`config.mk`:
```
export PLATFORM = sky130hd
export DESIGN_NAME = mem_arbiter
export DESIGN_NICKNAME = d
export VERILOG_FILES = /design/src/rtl/mem_arbiter.sv
export SDC_FILE = /design/constraint.sdc
export NUM_CORES = 1
export LEC_CHECK = 0
export ABC_AREA = 1
export CORE_ASPECT_RATIO = 0.75
export CORE_UTILIZATION = 45
export DETAILED_ROUTE_END_ITERATION = 10
export GPL_ROUTABILITY_DRIVEN = 0
export MAX_ROUTING_LAYER = met4
export PLACE_DENSITY_LB_ADDON = 0.25
export SLEW_MARGIN = 40
export SYNTH_ARGS = -nofsm -noshare
export SYNTH_HDL_FRONTEND = slang
export SYNTH_SLANG_ARGS = --single-unit
```
`constraint.sdc`:
```
create_clock -name clk -period 3.5 [get_ports clk]
set_input_delay 0.35 -clock clk [delete_from_list [all_inputs] [get_ports clk]]
set_output_delay 0.35 -clock clk [all_outputs]
set_load 0.05 [all_outputs]
```
`src/rtl/mem_arbiter.sv`:
```
// Two-requester arbiter/sequencer in front of a single-port byte memory.
// Data wins by default; a starvation counter forces a fetch grant after STARVE_LIMIT data grants.
module mem_arbiter #(
    parameter int          MEM_SIZE     = 4096,
    parameter int          STARVE_LIMIT = 4,
    parameter logic [31:0] BAD_VAL      = 32'hBAD0_BAD0
) (
    input  logic        clk,
    input  logic        rst,

    input  logic        if_req_valid,
    output logic        if_req_ready,
    input  logic [31:0] if_addr,
    output logic        if_resp_valid,
    output logic [31:0] if_resp_data,
    output logic        if_resp_err,

    input  logic        d_req_valid,
    output logic        d_req_ready,
    input  logic [31:0] d_addr,
    input  logic        d_we,
    input  logic [3:0]  d_byte_en,
    input  logic [31:0] d_wdata,
    output logic        d_resp_valid,
    output logic [31:0] d_resp_rdata,
    output logic        d_resp_err,

    output logic [31:0] mem_addr,
    output logic [31:0] mem_wdata,
    output logic        mem_read_req,
    output logic        mem_write_req,
    output logic [3:0]  mem_byte_en,
    input  logic [31:0] mem_rdata_raw
);

    localparam int              CNT_W    = $clog2(STARVE_LIMIT + 1);
    localparam logic [CNT_W-1:0] CNT_MAX = CNT_W'(STARVE_LIMIT);
    localparam logic [31:0]     MAX_ADDR = 32'(MEM_SIZE - 4);

    typedef enum logic [1:0] {
        IDLE   = 2'd0,
        ACCESS = 2'd1,
        RESP   = 2'd2
    } state_t;

    state_t           state;
    logic [CNT_W-1:0] starve_cnt;

    logic        cap_fetch;
    logic [31:0] cap_addr;
    logic        cap_we;
    logic [3:0]  cap_be;
    logic [31:0] cap_wdata;
    logic [31:0] rsp_data;

    logic grant_f, grant_d, grant_err;
    logic f_err, d_err;
    logic in_idle, in_access;

    // Fetch wins only when data is absent or fetch has waited STARVE_LIMIT data grants.
    assign grant_f   = if_req_valid && (!d_req_valid || (starve_cnt == CNT_MAX));
    assign grant_d   = d_req_valid && !grant_f;
    assign f_err     = (if_addr[1:0] != 2'b00) || (if_addr > MAX_ADDR);
    assign d_err     = (d_addr > MAX_ADDR) || (d_byte_en == 4'b0000);
    assign grant_err = grant_f ? f_err : d_err;

    assign in_idle      = (state == IDLE) && !rst;
    assign if_req_ready = in_idle && grant_f;
    assign d_req_ready  = in_idle && grant_d;

    // Strobes are gated by rst so a write interrupted in ACCESS never lands.
    assign in_access     = (state == ACCESS) && !rst;
    assign mem_addr      = in_access ? cap_addr  : 32'd0;
    assign mem_wdata     = in_access ? cap_wdata : 32'd0;
    assign mem_byte_en   = in_access ? cap_be    : 4'd0;
    assign mem_read_req  = in_access && !cap_we;
    assign mem_write_req = in_access && cap_we;

    assign if_resp_data = rsp_data;
    assign d_resp_rdata = rsp_data;

    always_ff @(posedge clk) begin
        if (rst) begin
            state         <= IDLE;
            starve_cnt    <= '0;
            cap_fetch     <= 1'b0;
            cap_addr      <= 32'd0;
            cap_we        <= 1'b0;
            cap_be        <= 4'd0;
            cap_wdata     <= 32'd0;
            rsp_data      <= 32'd0;
            if_resp_valid <= 1'b0;
            if_resp_err   <= 1'b0;
            d_resp_valid  <= 1'b0;
            d_resp_err    <= 1'b0;
        end else begin
            case (state)
                IDLE: begin
                    if (grant_f || grant_d) begin
                        cap_fetch <= grant_f;
                        cap_addr  <= grant_f ? if_addr : d_addr;
                        cap_we    <= grant_d && d_we;
                        cap_be    <= grant_f ? 4'hF : d_byte_en;
                        cap_wdata <= grant_f ? 32'd0 : d_wdata;

                        if (grant_f)
                            starve_cnt <= '0;
                        else if (if_req_valid)
                            starve_cnt <= (starve_cnt == CNT_MAX) ? starve_cnt : starve_cnt + 1'b1;
                        else
                            starve_cnt <= '0;

                        if (grant_err) begin
                            rsp_data      <= BAD_VAL;
                            if_resp_valid <= grant_f;
                            if_resp_err   <= grant_f;
                            d_resp_valid  <= grant_d;
                            d_resp_err    <= grant_d;
                            state         <= RESP;
                        end else begin
                            state <= ACCESS;
                        end
                    end
                end
                ACCESS: begin
                    rsp_data      <= cap_we ? BAD_VAL : mem_rdata_raw;
                    if_resp_valid <= cap_fetch;
                    if_resp_err   <= 1'b0;
                    d_resp_valid  <= !cap_fetch;
                    d_resp_err    <= 1'b0;
                    state         <= RESP;
                end
                RESP: begin
                    if_resp_valid <= 1'b0;
                    if_resp_err   <= 1'b0;
                    d_resp_valid  <= 1'b0;
                    d_resp_err    <= 1'b0;
                    state         <= IDLE;
                end
                default: state <= IDLE;
            endcase
        end
    end

endmodule
```
==> results of run 1 <==
kinds of logic (layout without fill, tap and decap cells):
| group | count (synthesis) | after routing |
|---|---|---|
| simple gates | 384 | 384 |
| buf+inv | 231 | 442 |
| compound gates | 155 | 155 |
| flops | 111 | 111 |
| fa+ha+maj | 5 | 5 |
| xor+xnor | 1 | 1 |
power breakdown:
group | internal (uW) | total (uW) | leakage, uW | switching, uW
logic | 370 | 905 | 0.00283 | 534
clock network | 507 | 990 | 0.000139 | 482
registers | 1380 | 1430 | 0.000922 | 57.2
total | 2260 | 3330 | 0.00389 | 1070
metrics by stage:
step | total power, uW | hold WS, ns | cell area, um^2
finish | 3330 | 0.465 | 8670
global route | 3490 | 0.479 | 8670
CTS | 3340 | 0.465 | 8670
detailed placement | 2360 | 0.452 | 8390
global placement | 2350 | 0.449 | 8390
floorplan | 2050 | 0.437 | 5840
cell usage in the layout, fill, tap and decap left out, drive strengths merged:
cell	netlist	routed
a211oi	35	35
a21oi	67	67
a31o	1	1
a31oi	2	2
and2	2	2
buf	56	82
clkbuf	35	10
clkdlybuf4s50	0	204
clkinv	0	3
clkinvlp	0	1
dfxtp	111	111
ha	5	5
inv	140	142
nand2	150	150
nand3	52	52
nand4	1	1
nor2	176	176
nor3	2	2
o211ai	41	41
o21a	1	1
o21ai	7	7
o22ai	1	1
or2	1	1
xor2	1	1
final timing paths:
kind                               from                           end  slack [ns]
max                                 rst                  if_req_ready        1.01
min          cap_wdata[20]$_SDFFE_PP0P_    cap_wdata[20]$_SDFFE_PP0P_        0.47
max reg2reg       state[0]$_SDFFE_PP0N_  d_resp_rdata[0]$_SDFFE_PP0P_        1.17
min reg2reg  cap_wdata[20]$_SDFFE_PP0P_    cap_wdata[20]$_SDFFE_PP0P_        0.47
cells in the mapped netlist:
library cell | number | share of area, %
a31o_2 | 1 | 0.15
or2_1 | 1 | 0.11
and2_1 | 2 | 0.21
buf_4 | 34 | 4.4
xor2_1 | 1 | 0.15
nand2_4 | 1 | 0.19
buf_2 | 18 | 1.5
inv_1 | 136 | 8.7
o211ai_1 | 41 | 5.3
nand2_1 | 147 | 9.4
o22ai_1 | 1 | 0.11
ha_1 | 5 | 1.1
a211oi_1 | 35 | 4.5
nand2_2 | 2 | 0.21
o21ai_2 | 1 | 0.15
buf_1 | 2 | 0.13
inv_2 | 4 | 0.26
nor3_1 | 2 | 0.17
o21ai_0 | 6 | 0.51
o21a_1 | 1 | 0.13
clkbuf_1 | 35 | 2.2
dfxtp_1 | 111 | 38
a31oi_1 | 2 | 0.21
nand4_1 | 1 | 0.11
nor2_2 | 1 | 0.11
buf_6 | 2 | 0.39
a21oi_1 | 67 | 5.7
nand3_1 | 52 | 4.5
nor2_1 | 175 | 11
routing by layer:
| layer | routed length (um) | vias up | GRT usage (%) |
|---|---|---|---|
| met5 | 0 | - | - |
| met4 | 123 | 0 | 4.81 |
| met3 | 1080 | 10 | 5.38 |
| met2 | 7690 | 200 | 40.3 |
| met1 | 7790 | 2692 | 32.1 |
| li1 | - | 3157 | - |
registers in the layout (all words and copies together) (netlist names):
name / cells
d_resp_err: 1
cap_fetch: 1
d_resp_valid: 1
if_resp_err: 1
cap_wdata: 32
starve_cnt: 3
cap_be: 4
cap_addr: 32
state: 2
if_resp_valid: 1
cap_we: 1
d_resp_rdata: 32
final cells by class:
cell class | count | area [um^2] | share of cell area [%]
Clock buffer | 10 | 239 | 2.76
Clock inverter | 6 | 43.8 | 0.505
Inverter | 140 | 526 | 6.06
Multi-Input combinational cell | 545 | 2600 | 30.0
Sequential cell | 111 | 2220 | 25.6
Tap cell | 166 | 208 | 2.40
Timing Repair Buffer | 286 | 2830 | 32.7
critical path, delay by kind of cell:
kind,cells,cell delay [ns]
buffers and inverters,4,1.28
AND/OR/NAND/NOR,2,0.42
==> results.md, run 1 <==
- Fraction of synthesized cell area in xor and xnor cells: less than 1%
- TritonCTS clock tree: done
- Worst Setup Start Kind: input port
- CP Max Fanout: 74
- Final worst setup slack: 1.01 ns
- Pre-CTS setup slack: slightly above 1 ns
- DRC viols: 0
- Setup TNS: 0 ns
- Post-synthesis simple-gate area fraction: between 20% and 30%
- FMAX: around 0.40 GHz
- Std-Cell Rows: 35
- Crit path max-delay cell type: buf_4
- Die W: ~130 um
- Final critical-path required period: between 2 and 2.5 ns
- CP Capture Type: output pin
- CTS H-Tree Depth: 3
- Setup bufs post-CTS: 0
- Syn nets: roughly 1000
- Slew margin rel.: a little under half
- Adder-Cell Fraction of Synth Area: 1.07%
- I/O pins: between 200 and 300
- Synthesized instance count: about 890
- Detail Route Antenna Nets: 0
- Synth cell types: 29
- P per Cell Area: between 300 and 400 mW/mm^2
- Critical path class: in2out
- Placed cells: around 1200
- Initial drt markers: between 300 and 400
- Setup Skew: 0.00728 ns
- Initial Util: a little under half
- # diodes: 0
- Area growth syn-to-layout: 48.5%
- Worst hold path class: reg2reg
- Multiplexer area fraction after synthesis: 0%
- Die Ht: slightly above 100 um
- TritonCTS Buffers: 9
- Worst-margin pin slew: ~0.81 ns
- Post-synthesis sequential area ratio: between 30% and 40%
- #FFs+latches synth: about 110
- Root Buffer: clkbuf_16
- WL per Instance: 13.2 um
- YS warnings: 0
- Clk_lat worst skew: around 0.34 ns
- Final Slew Violations: 0
- I/O Buffers: roughly 280
- Final Hold Vio Count: 0
- Finished Layout Cells: about 1300
- Global-route total usage across every layer: between 20% and 30%
- Hold buffer count at cts: 0
- Die ar.: 0.0134 mm^2
- Initial antenna violation count: 0
- Via Count: between 6000 and 7000
- VDD IR max: roughly 0.22 mV
- Core Footprint: 0.0125 mm^2
- First-pass GRT wire length: around 26000 um
- Clock Sinks: roughly 110
- Pin count of the biggest net entering global routing: just under 80
- Critical path, cell by cell: clkdlybuf4s50_1, inv_2, buf_4, nand2_1, nor2_1, buf_12
- Fillcell total: about 1100
- Largest family of logic cells by synthesized area: simple AND/OR/NAND/NOR gates
- Compound-Gate Fraction of Synth Area: 16.8%
- Layout net count: ~1200
- Register-to-Register Path Depth: 11
- Clk slew on worst S/H paths: 0.07 ns
- Hold Path Depth: 2
- Leakage power: 0.00389 uW
- Critical path arrival: 2.14 ns
- Final worst-path cycle share: between 70% and 80%
- Post-Syn Area: roughly 0.006 mm^2
- Max Cap Viol: 0
- Max clock buf depth: 2
- Layout cells sized above 1: 10.0%
- Worst EP required: between 3 and 4 ns
- Drt total wl: approximately 17000 um
- Hpwl dp: between 10000 and 15000 um
- Util after Layout: between 60% and 70%
- # resized after CTS: 0
- Vias/cell: between 4 and 5
- RSZ-0062 raised after global routing: false
- Vias in the first global route: 5342
- Crit-path max cell delay: 0.58 ns
- Total global routing overflow: 0
- Setup-failing EPs final: 0
- Pre-Repair DR Iteration Count: 5
- Status: complete, no violations
- Syn avg cell area: between 6 and 7 um^2
(Power assumes the default switching activity.)
==> inputs of run 2 (changes only) <==
CORE_UTILIZATION = 42   (was 45)
clock period = 2.44 ns   (was 3.5 ns; I/O delays follow)
==> results.md, run 2 (same netlist as run 1, synthesis figures left out) <==
- Area growth syn-to-layout: 49.0%
- Worst EP required: between 2 and 2.5 ns
- Final Slew Violations: 0
- Die ar.: ~0.014 mm^2
- WL per Instance: roughly 13 um
- Final worst-path cycle share: a little over 90%
- Setup-failing EPs final: 0
- Leakage power: 0.00391 uW
- Vias in the first global route: roughly 5400
- Detail Route Antenna Nets: 0
- Worst hold path class: reg2reg
- CTS H-Tree Depth: 3
- Hold buffer count at cts: 0
- Final critical-path required period: 2.27 ns
- Critical path class: reg2out
- TritonCTS Buffers: 9
- Layout cells sized above 1: slightly above 10%
- Crit-path max cell delay: 0.34 ns
- Setup Skew: ~0.0068 ns
- Pre-Repair DR Iteration Count: 7
- Setup TNS: 0 ns
- Via Count: around 6000
- Initial Util: between 40% and 50%
- DRC viols: 34
- I/O pins: about 280
- CP Max Fanout: 15
- Util after Layout: approximately 65%
- Root Buffer: clkbuf_16
- Die W: around 140 um
- Total global routing overflow: 0
- Std-Cell Rows: 36
- Failing checks: design-rule violations
- Clock Sinks: 111
- Critical path, cell by cell: inv_1, ha_1, nand2_1, nand2_2, nand2_4, inv_2, buf_4, nor2_1, inv_1, nor2_1, buf_12
- Final Hold Vio Count: 0
- Pin count of the biggest net entering global routing: 74
- Layout net count: between 1000 and 1500
- Initial antenna violation count: 0
- Commonest non-fill, non-tap cell in the layout: clkdlybuf4s50_1
- CP Capture Type: output pin
- TritonCTS clock tree: done
- Max clock buf depth: 2
- Clk_lat worst skew: 0.35 ns
- Area after DPL: about 0.0084 mm^2
- P per Cell Area: 548 mW/mm^2
- FMAX: roughly 0.44 GHz
- Worst-margin pin slew: 0.787 ns
- Slew margin rel.: between 40% and 50%
- Global-route total usage across every layer: 24.1%
- Crit path max-delay cell type: dfxtp_1
- Die Ht: between 100 and 150 um
- Initial drt markers: ~340
- Setup bufs post-CTS: 0
- Hpwl dp: around 12000 um
- Total power: 4770 uW
- # resized after CTS: 0
- # diodes: 0
- Core Footprint: around 0.013 mm^2
- Drt total wl: roughly 17000 um
- VDD IR max: between 0.3 and 0.4 mV
- Fin area: 0.00870 mm^2
- Hold_ws: about 0.47 ns
- I/O Buffers: between 200 and 300
- Max Cap Viol: 0
- Critical path arrival: roughly 2 ns
- Vias/cell: about 4.7
- Clk slew on worst S/H paths: roughly 0.080 ns
- Commonest non-fill, non-tap cells in the layout: clkdlybuf4s50_1, nor2_1, nand2_1
- First-pass GRT wire length: 27500 um
- RSZ-0062 raised after global routing: false
- Status: finished with violations
- Worst Setup Start Kind: register
- Fillcell total: approximately 1200
==> run 2: changes by cell type in the layout (fill, tap and decap cells not counted) <==
cell      before  now
nor2_2         0    1
nor2_1       175  174
clkbuf_8       1    0
buf_4         68   72
clkbuf_1       0    1
==> run 2: final cells by class <==
type	instances	area, um^2	area share, %
Clock buffer	10	229	2.63
Multi-Input combinational cell	545	2600	29.9
Timing Repair Buffer	290	2860	32.9
Tap cell	171	214	2.46
Inverter	140	526	6.04
Sequential cell	111	2220	25.5
Clock inverter	6	43.8	0.503
==> run 2: worst max-delay path, delay by kind of cell, from the launching register on <==
family	cells	cell delay [ns]
buffers and inverters	5	0.58
AND/OR/NAND/NOR	5	0.57
flip-flops	1	0.34
adder cells (fa/ha/maj)	1	0.19
==> run 2: worst paths after layout <==
kind | from | end | slack [ns] | cells after the start
worst min register to register | cap_wdata[17]$_SDFFE_PP0P_ | cap_wdata[17]$_SDFFE_PP0P_ | 0.47 | 2
worst min-delay path | cap_wdata[17]$_SDFFE_PP0P_ | cap_wdata[17]$_SDFFE_PP0P_ | 0.47 | 2
worst max-delay path | starve_cnt[0]$_SDFFE_PP0P_ | d_req_ready | 0.17 | 11
worst max register to register | state[1]$_SDFFE_PP0N_ | d_resp_rdata[12]$_SDFFE_PP0P_ | 0.47 | 9
==> run 2: report_power, final <==
| part | switching (uW) | internal, uW | total, uW |
|---|---|---|---|
| combinational | 771 | 545 | 1320 |
| clock | 689 | 700 | 1390 |
| sequential | 84.8 | 1980 | 2060 |
| total | 1550 | 3220 | 4770 |
==> run 2: through the flow <==
step	instances	worst slack [ns]
detailed placement	1257	0.162
floorplan	887	0.548
global placement	1257	0.288
CTS	1273	0.148
global route	1273	0.0150
finish	1273	0.166
==> run 2: layer usage <==
metal / vias up / wire (um) / global-route usage, %
li1: 3166 / - / -
met1: 2631 / 8160 / 32.9
met2: 187 / 7380 / 36.4
met3: 18 / 1090 / 4.79
met4: 0 / 218 / 5.70
met5: - / 0 / -
